File: src/rtl/avalon_io12_switch_ctrl.sv
// Channel-select controller for a 4:1 streaming switcher: drains the old source,
// blanks downstream while the mux settles, and handles scan rotation and error failover.
module avalon_io12_switch_ctrl #(
  parameter int unsigned SETTLE_CYCLES = 2,
  parameter int unsigned DRAIN_TIMEOUT = 64,
  parameter int unsigned ERR_LIMIT     = 4
) (
  input  logic        clk,
  input  logic        reset,
  input  logic [1:0]  req_select,
  input  logic        req_strobe,
  input  logic        scan_enable,
  input  logic [15:0] dwell_count,
  input  logic        failover_enable,
  input  logic        mon_valid,
  input  logic [1:0]  mon_error,
  output logic [1:0]  select,
  output logic        blank,
  output logic        busy,
  output logic        switch_done,
  output logic        failover_event
);

  typedef enum logic [1:0] {RUN, DRAIN, SETTLE} state_t;

  state_t      state, state_n;
  logic [1:0]  sel_q, sel_n, tgt_q, tgt_n, pend_sel_q, pend_sel_n;
  logic        pend_q, pend_n;
  logic [3:0]  settle_q, settle_n, err_q, err_n;
  logic [7:0]  drain_q, drain_n;
  logic [15:0] dwell_q, dwell_n;
  logic        done_q, done_n, fo_q, fo_n;

  logic        req_vld, scan_on, scan_hit, fo_hit;
  logic [1:0]  req_sel;

  // A live strobe is newer than anything parked in the pending slot.
  always_comb begin
    req_vld = pend_q;
    req_sel = pend_sel_q;
    if (req_strobe) begin
      req_vld = 1'b1;
      req_sel = req_select;
    end
  end

  assign scan_on  = scan_enable && (dwell_count != 16'd0);
  assign scan_hit = scan_on && (dwell_q >= dwell_count - 16'd1);
  assign fo_hit   = failover_enable && (err_q == 4'(ERR_LIMIT));

  always_comb begin
    state_n    = state;
    sel_n      = sel_q;
    tgt_n      = tgt_q;
    pend_n     = pend_q;
    pend_sel_n = pend_sel_q;
    settle_n   = settle_q;
    drain_n    = drain_q;
    dwell_n    = dwell_q;
    err_n      = err_q;
    done_n     = 1'b0;
    fo_n       = 1'b0;
    case (state)
      RUN: begin
        pend_n  = 1'b0;
        dwell_n = scan_on ? dwell_q + 16'd1 : 16'd0;
        if (mon_valid) begin
          if (mon_error != 2'd0) begin
            if (err_q != 4'(ERR_LIMIT)) err_n = err_q + 4'd1;
          end else begin
            err_n = 4'd0;
          end
        end
        if (req_vld && (req_sel != sel_q)) begin
          tgt_n   = req_sel;
          state_n = DRAIN;
        end else if (fo_hit) begin
          fo_n    = 1'b1;
          tgt_n   = sel_q + 2'd1;
          state_n = DRAIN;
        end else if (scan_hit) begin
          tgt_n   = sel_q + 2'd1;
          state_n = DRAIN;
        end
        if (state_n == DRAIN) drain_n = 8'd0;
      end
      DRAIN: begin
        if (req_strobe) begin
          pend_n     = 1'b1;
          pend_sel_n = req_select;
        end
        if (!mon_valid || (drain_q == 8'(DRAIN_TIMEOUT - 1))) begin
          sel_n    = tgt_q;
          settle_n = 4'(SETTLE_CYCLES);
          state_n  = SETTLE;
        end else begin
          drain_n = drain_q + 8'd1;
        end
      end
      SETTLE: begin
        if (req_strobe) begin
          pend_n     = 1'b1;
          pend_sel_n = req_select;
        end
        if (settle_q <= 4'd1) begin
          state_n = RUN;
          done_n  = 1'b1;
          dwell_n = 16'd0;
          err_n   = 4'd0;
        end else begin
          settle_n = settle_q - 4'd1;
        end
      end
      default: begin
        state_n  = SETTLE;
        settle_n = 4'(SETTLE_CYCLES);
      end
    endcase
  end

  // Reset parks the block in a full SETTLE so downstream is blanked from power-up.
  always_ff @(posedge clk or posedge reset) begin
    if (reset) begin
      state      <= SETTLE;
      sel_q      <= 2'd0;
      tgt_q      <= 2'd0;
      pend_q     <= 1'b0;
      pend_sel_q <= 2'd0;
      settle_q   <= 4'(SETTLE_CYCLES);
      drain_q    <= 8'd0;
      dwell_q    <= 16'd0;
      err_q      <= 4'd0;
      done_q     <= 1'b0;
      fo_q       <= 1'b0;
    end else begin
      state      <= state_n;
      sel_q      <= sel_n;
      tgt_q      <= tgt_n;
      pend_q     <= pend_n;
      pend_sel_q <= pend_sel_n;
      settle_q   <= settle_n;
      drain_q    <= drain_n;
      dwell_q    <= dwell_n;
      err_q      <= err_n;
      done_q     <= done_n;
      fo_q       <= fo_n;
    end
  end

  assign select         = sel_q;
  assign blank          = (state == SETTLE);
  assign busy           = (state != RUN);
  assign switch_done    = done_q;
  assign failover_event = fo_q;

endmodule

File: config.mk
export PLATFORM = sky130hd
export DESIGN_NAME = avalon_io12_switch_ctrl
export DESIGN_NICKNAME = d
export VERILOG_FILES = /design/src/rtl/avalon_io12_switch_ctrl.sv
export SDC_FILE = /design/constraint.sdc
export NUM_CORES = 1
export LEC_CHECK = 0
export BUFFER_PORTS_ARGS = -buffer_cell sky130_fd_sc_hd__buf_2
export CAP_MARGIN = 20
export CELL_PAD_IN_SITES_DETAIL_PLACEMENT = 1
export CELL_PAD_IN_SITES_GLOBAL_PLACEMENT = 1
export CORE_MARGIN = 2
export CORE_UTILIZATION = 49
export DETAILED_ROUTE_END_ITERATION = 10
export PLACE_DENSITY_LB_ADDON = 0.1
export SYNTH_ARGS = -nofsm -noshare
export SYNTH_HDL_FRONTEND = slang
export SYNTH_SLANG_ARGS = --single-unit
File: constraint.sdc
create_clock -name clk -period 3.31 [get_ports clk]
set_input_delay 0.1655 -clock clk [delete_from_list [all_inputs] [get_ports clk]]
set_output_delay 0.1655 -clock clk [all_outputs]
set_load 0.02 [all_outputs]
== Yosys cells after proc, flatten, opt, wreduce, memory -nomap -nowiden ==
Index checks and enable logic that the tools add are counted.
Operators by class
  mux-type cells: 32
  add/sub/neg operators: 6
  reduce and logical (&&, ||, !) cells: 22
  equality and inequality tests: 14
  bitwise logic cells: 1
  order comparisons: 2
Operators with widths (count)
  $mux W16: 2
  $pmux W16 S2: 1
  $mux W4: 6
  $mux W2: 10
  $add A16 B1 Y16 const B: 1
  $ge A16 B16 Y1: 1
  $mux W8: 2
  $pmux W8 S2: 1
  $reduce_bool A16 Y1: 1
  $sub A16 B1 Y16 const B: 1
  $pmux W4 S3: 1
  $ne A2 B2 Y1 const B: 5
  $reduce_bool A2 Y1: 5
  $add A8 B1 Y8 const B: 1
  $eq A8 B6 Y1 const B: 1
  $pmux W4 S2: 1
  $reduce_and A2 Y1: 4
  $mux W1: 6
  $pmux W2 S3: 1
  $reduce_and A3 Y1: 2
  $add A4 B1 Y4 const B: 1
  $eq A2 B1 Y1 const B: 2
  $eq A4 B3 Y1 const B: 1
  $le A4 B1 Y1 const B: 1
  other kinds (16): 19
Storage, ports and cells
  input port bits: 26
  output and inout bits: 6
  register bits: 43
  word-level logic and storage cells: 88

== Logic depth before layout (Yosys ltp) ==
  word-level depth: 10
  mapped depth: 14
  mapped depth without buffers: 13

== Least setup slack after synthesis ==
Ideal clock, no wire load.
  kind: input-to-reg
  start point: in dwell_count[2]
  end point: reg drain_q[0]
  slack: 0.067 ns
  setup time: 0.125 ns
  cell stages on the path: 12
  path buffers: 0
  data required time: 3.185 ns
  arrival: 3.117 ns
  cells stage by stage: nor3_1 nand2b_1 nor4_2 or3b_2 xor2_1 ha_1 nand4_1 nor4_1 a32oi_1 a22o_4 a21boi_4 mux2_4
Between the ends
  longest elaborated chain between the ends: 10
  elaborated cells between the ends (all ways): 12
  those cells by class: 1 x add/sub; 1 x order compare; 2 x eq/ne; 4 x mux; 4 x reduce/logical
RTL lines
  from (decl): RTL line 13  | input logic [15:0] dwell_count,
  $sub A16 B1 Y16 / $reduce_bool A16 Y1 (equally long branches): RTL line 48, 47
  $ge A16 B16 Y1 / $logic_and A1 B1 Y1 (equally long branches): RTL line 48, 47
  $logic_and A1 B1 Y1 (*): RTL line 48  | assign scan_hit = scan_on && (dwell_q >= dwell_count - 16'd1);
  $mux W2 (*): RTL line 81  | end else if (scan_hit) begin
  $mux W2 (*): RTL line 77  | end else if (fo_hit) begin
  $mux W2 (*): RTL line 74  | if (req_vld && (req_sel != sel_q)) begin
  $mux W2 (*): RTL line 63  | case (state)
  $eq A2 B1 Y1 (*): RTL line 85  | if (state_n == DRAIN) drain_n = 8'd0;
  $ne A2 B2 Y1 (no source line) (*)
  $reduce_and A3 Y1 (no source line) (*)
  to (signal assigned): RTL line 142  | drain_q <= drain_n;
  to (decl): RTL line 30  | logic [7:0] drain_q, drain_n;
Every way passes the cells marked *; elsewhere a longest branch is shown, timed or not. The select of a mux whose other input is x is not followed.
A chain may end at the register's enable or synchronous reset.

== Final worst setup path ==
  start point: in dwell_count[2]
  end point: reg drain_q[1]
The elaborated chain is that of the path after synthesis.

==> flow_summary.ini <==
[sta]
final.setup.worst_slack_ns = 0.195
timing.fmax_mhz = 321
holdWs_ns = -0.00692
slew_headroom_pct = 60.5
period_minus_slack_ns = 3.11
hold_viol = 15
setup_viol = 0
fin_crit_sh_pct = 94.1
drv_slew = 0
tightest_slew_ns = 0.592
rsz0062_at_grt = false
finClkSkew_ns = 0.00985

[worst_setup_path]
path_class = in2reg
startpoint = dwell_count[2]
crit_required_ns = 3.52
endpoint_kind = flip-flop
rrSetupSlack_ns = 0.74
timing.rr.end = drain_q[4]$_DFFE_PP0P_
cp_data_arrival_time_ns = 3.33
timing.rr.start = dwell_q[0]$_DFFE_PP0P_
rr_worst_depth = 9
crit_path_max_fanout = 13
cp-start-kind = primary input

[synth]
ys_warn_count = 0
ys_seq_area_share_pct = 34.3
synth_area_um2 = 3140
synth_edf_count = 0
ys_types = 64
ys.flop_type = dfrtp_1
yosys.area.top_type = dfrtp_1
async_flop_share_pct = 100
syn_nets = 390
syn_avg_cell_area_um2 = 9.32
syn_inst = 337
ys_top_cells_by_area = dfrtp_1 (33%), ha_1 (11%), nor2_1 (4.5%), nand2_1 (4.2%), xnor2_1 (4.2%)
ys_ff_latch = 43
synth_top_area_share_pct = 32.7

[place]
dp_cells = 449
dp.final_hpwl_mm = 5.81
gp_congestion = 0.781
dpl_worst_slack_ns = -0.181
placed_area_um2 = 3420
port_buffers = 31

[floorplanning]
core_area_um2 = 6280
initial_core_util_pct = 50.0
io_pins = 32
rows = 29
die_w_um = 84.1
die-area_um2 = 7070
die_y_um = 84.1

[clock_network]
clockBufferDepth = 2
cts_root_buf = clkbuf_8
clk_pin_slew_ns = 0.08
numCtsBuffers = 5
cts.sinks = 43
tritoncts = yes
cts_max_level = 2
clk_latency_ns = 0.29
post_cts_hold_buffer_count = 0

[pwr]
powerDensity_nw_per_um2 = 641
leakagePower_nw = 1.61
peakVddDrop_v = 0.000450

[detailed_routing]
drc = 0
vias_per_cell = 5.70
drtIter0Drc = 60
wire_per_inst_um = 16.0
ant_nets = 0
first_pass_iters = 4
num_vias = 2605
wirelength_mm = 7.31

[final_layout]
drive_above_1_share_pct = 20.5
final_core_util_pct = 55.8
final_cells = 457
final_cell_mix = dfrtp_1 (41), nor2_1 (38), nand2_1 (35)
post-route-cell-area_um2 = 3500
diodes = 0
syn_to_final_growth_pct = 11.6
layout_commonest_cell = dfrtp_1
final_nets = 432

[global_route]
grt_pass1_vias = 2913
grt_max_degree = 44
busiest_layer = met2
grtUsageMet3_pct = 2.77
grt_use_total_pct = 22.5
grtUsageMet1_pct = 26.3
met2_usage_pct = 42.6
antenna_found_initial = 0
overflow = 0
grt_pass1_wl_mm = 13.1

[status]
violations = negative hold slack
status = finished with violations

[worst_hold_path]
hold_class = in2async

[job]
drv_cap = 0
-- power breakdown --
| group | total [mW] | switching (mW) | leakage, nW | internal [mW] |
|---|---|---|---|---|
| logic | 1.14 | 0.679 | 1.00 | 0.461 |
| registers | 0.780 | 0.126 | 0.564 | 0.653 |
| clock network | 0.325 | 0.177 | 0.0422 | 0.148 |
-- metrics by stage --
| stage | TNS (ns) | power [mW] |
|---|---|---|
| floorplan | 0 | 1.63 |
| global placement | 0 | 1.89 |
| detailed placement | -1.26 | 1.94 |
| CTS | 0 | 2.28 |
| global route | 0 | 2.45 |
| finish | 0 | 2.24 |
-- Yosys cell counts, types with 4 or more instances --
cell type	number
o22ai_1	6
xnor2_1	15
ha_1	27
mux2i_1	5
inv_1	23
nand2b_1	5
or3_1	4
o21ai_0	15
nor2_1	38
a21oi_1	16
nand3_1	8
a21o_2	4
nand2_1	35
xor2_1	13
nand4_1	7
nor3_1	4
o31ai_1	4
dfrtp_1	41
-- metal layers --
metal | up-vias | part of all wire (%)
met4 | 0 | 1.9
met1 | 1278 | 43
met2 | 35 | 53
met5 | - | 0
met3 | 10 | 2.0
li1 | 1282 | -
-- worst max path at each step --
stage                              to  slack [ns]  depth (start not counted)
6_report       drain_q[1]$_DFFE_PP0P_        0.20                         14
5_1_grt        drain_q[7]$_DFFE_PP0P_        0.06                         13
3_5_place_dp   drain_q[1]$_DFFE_PP0P_       -0.18                         14
3_3_place_gp   drain_q[0]$_DFFE_PP0P_        0.03                         13
4_1_cts        drain_q[1]$_DFFE_PP0P_        0.12                         14
2_1_floorplan  drain_q[0]$_DFFE_PP0P_        0.07                         12
-- critical path, stage by stage --
cell      delay [ns]
buf_2           0.11
nor3_2          0.23
nand2b_1        0.12
nor4_2          0.27
or3b_2          0.49
xor2_1          0.16
ha_1            0.29
nand4_1         0.14
nor4_1          0.32
a32oi_1         0.17
a22o_4          0.35
a21boi_4        0.16
buf_4           0.16
mux2i_1         0.17
-- flip-flops by register name, summed over array words and instances, names as in the netlist --
name and count:
dwell_q 16, drain_q 8, err_q 4, settle_q 4, pend_sel_q 2, select 2
state 2, tgt_q 2, failover_event 1, pend_q 1, switch_done 1
-- cell families (layout without fill, tap and decap cells) --
family	Yosys count	after routing	synth area share, %
xor gates and xnor gates	28	28	7.81
DFF	43	43	34.3
AOI/OAI and AO/OA	71	71	17.0
adders and majority gates	27	27	10.8
buffers and inverters	29	72	4.34
muxes	9	9	3.23
and+or+nand+nor	130	130	22.5
-- area by class of cell --
class | count | area [um^2]
tap | 77 | 96.3
clock buffer | 7 | 76.3
sequential | 43 | 1080
multi-input combinational | 265 | 1930
inverter | 23 | 86.3
clock inverter | 1 | 5.00
fill | 772 | 2770
timing repair buffer | 41 | 230
-- what timing repair did --
| item | 4_1_cts | 5_1_grt |
|---|---|---|
| setup buffers | 0 | 0 |
| gates resized for setup | 0 | 1 |
| setup endpoints to repair | 0 | 3 |
No activity file was read; power rests on OpenSTA's default activity.
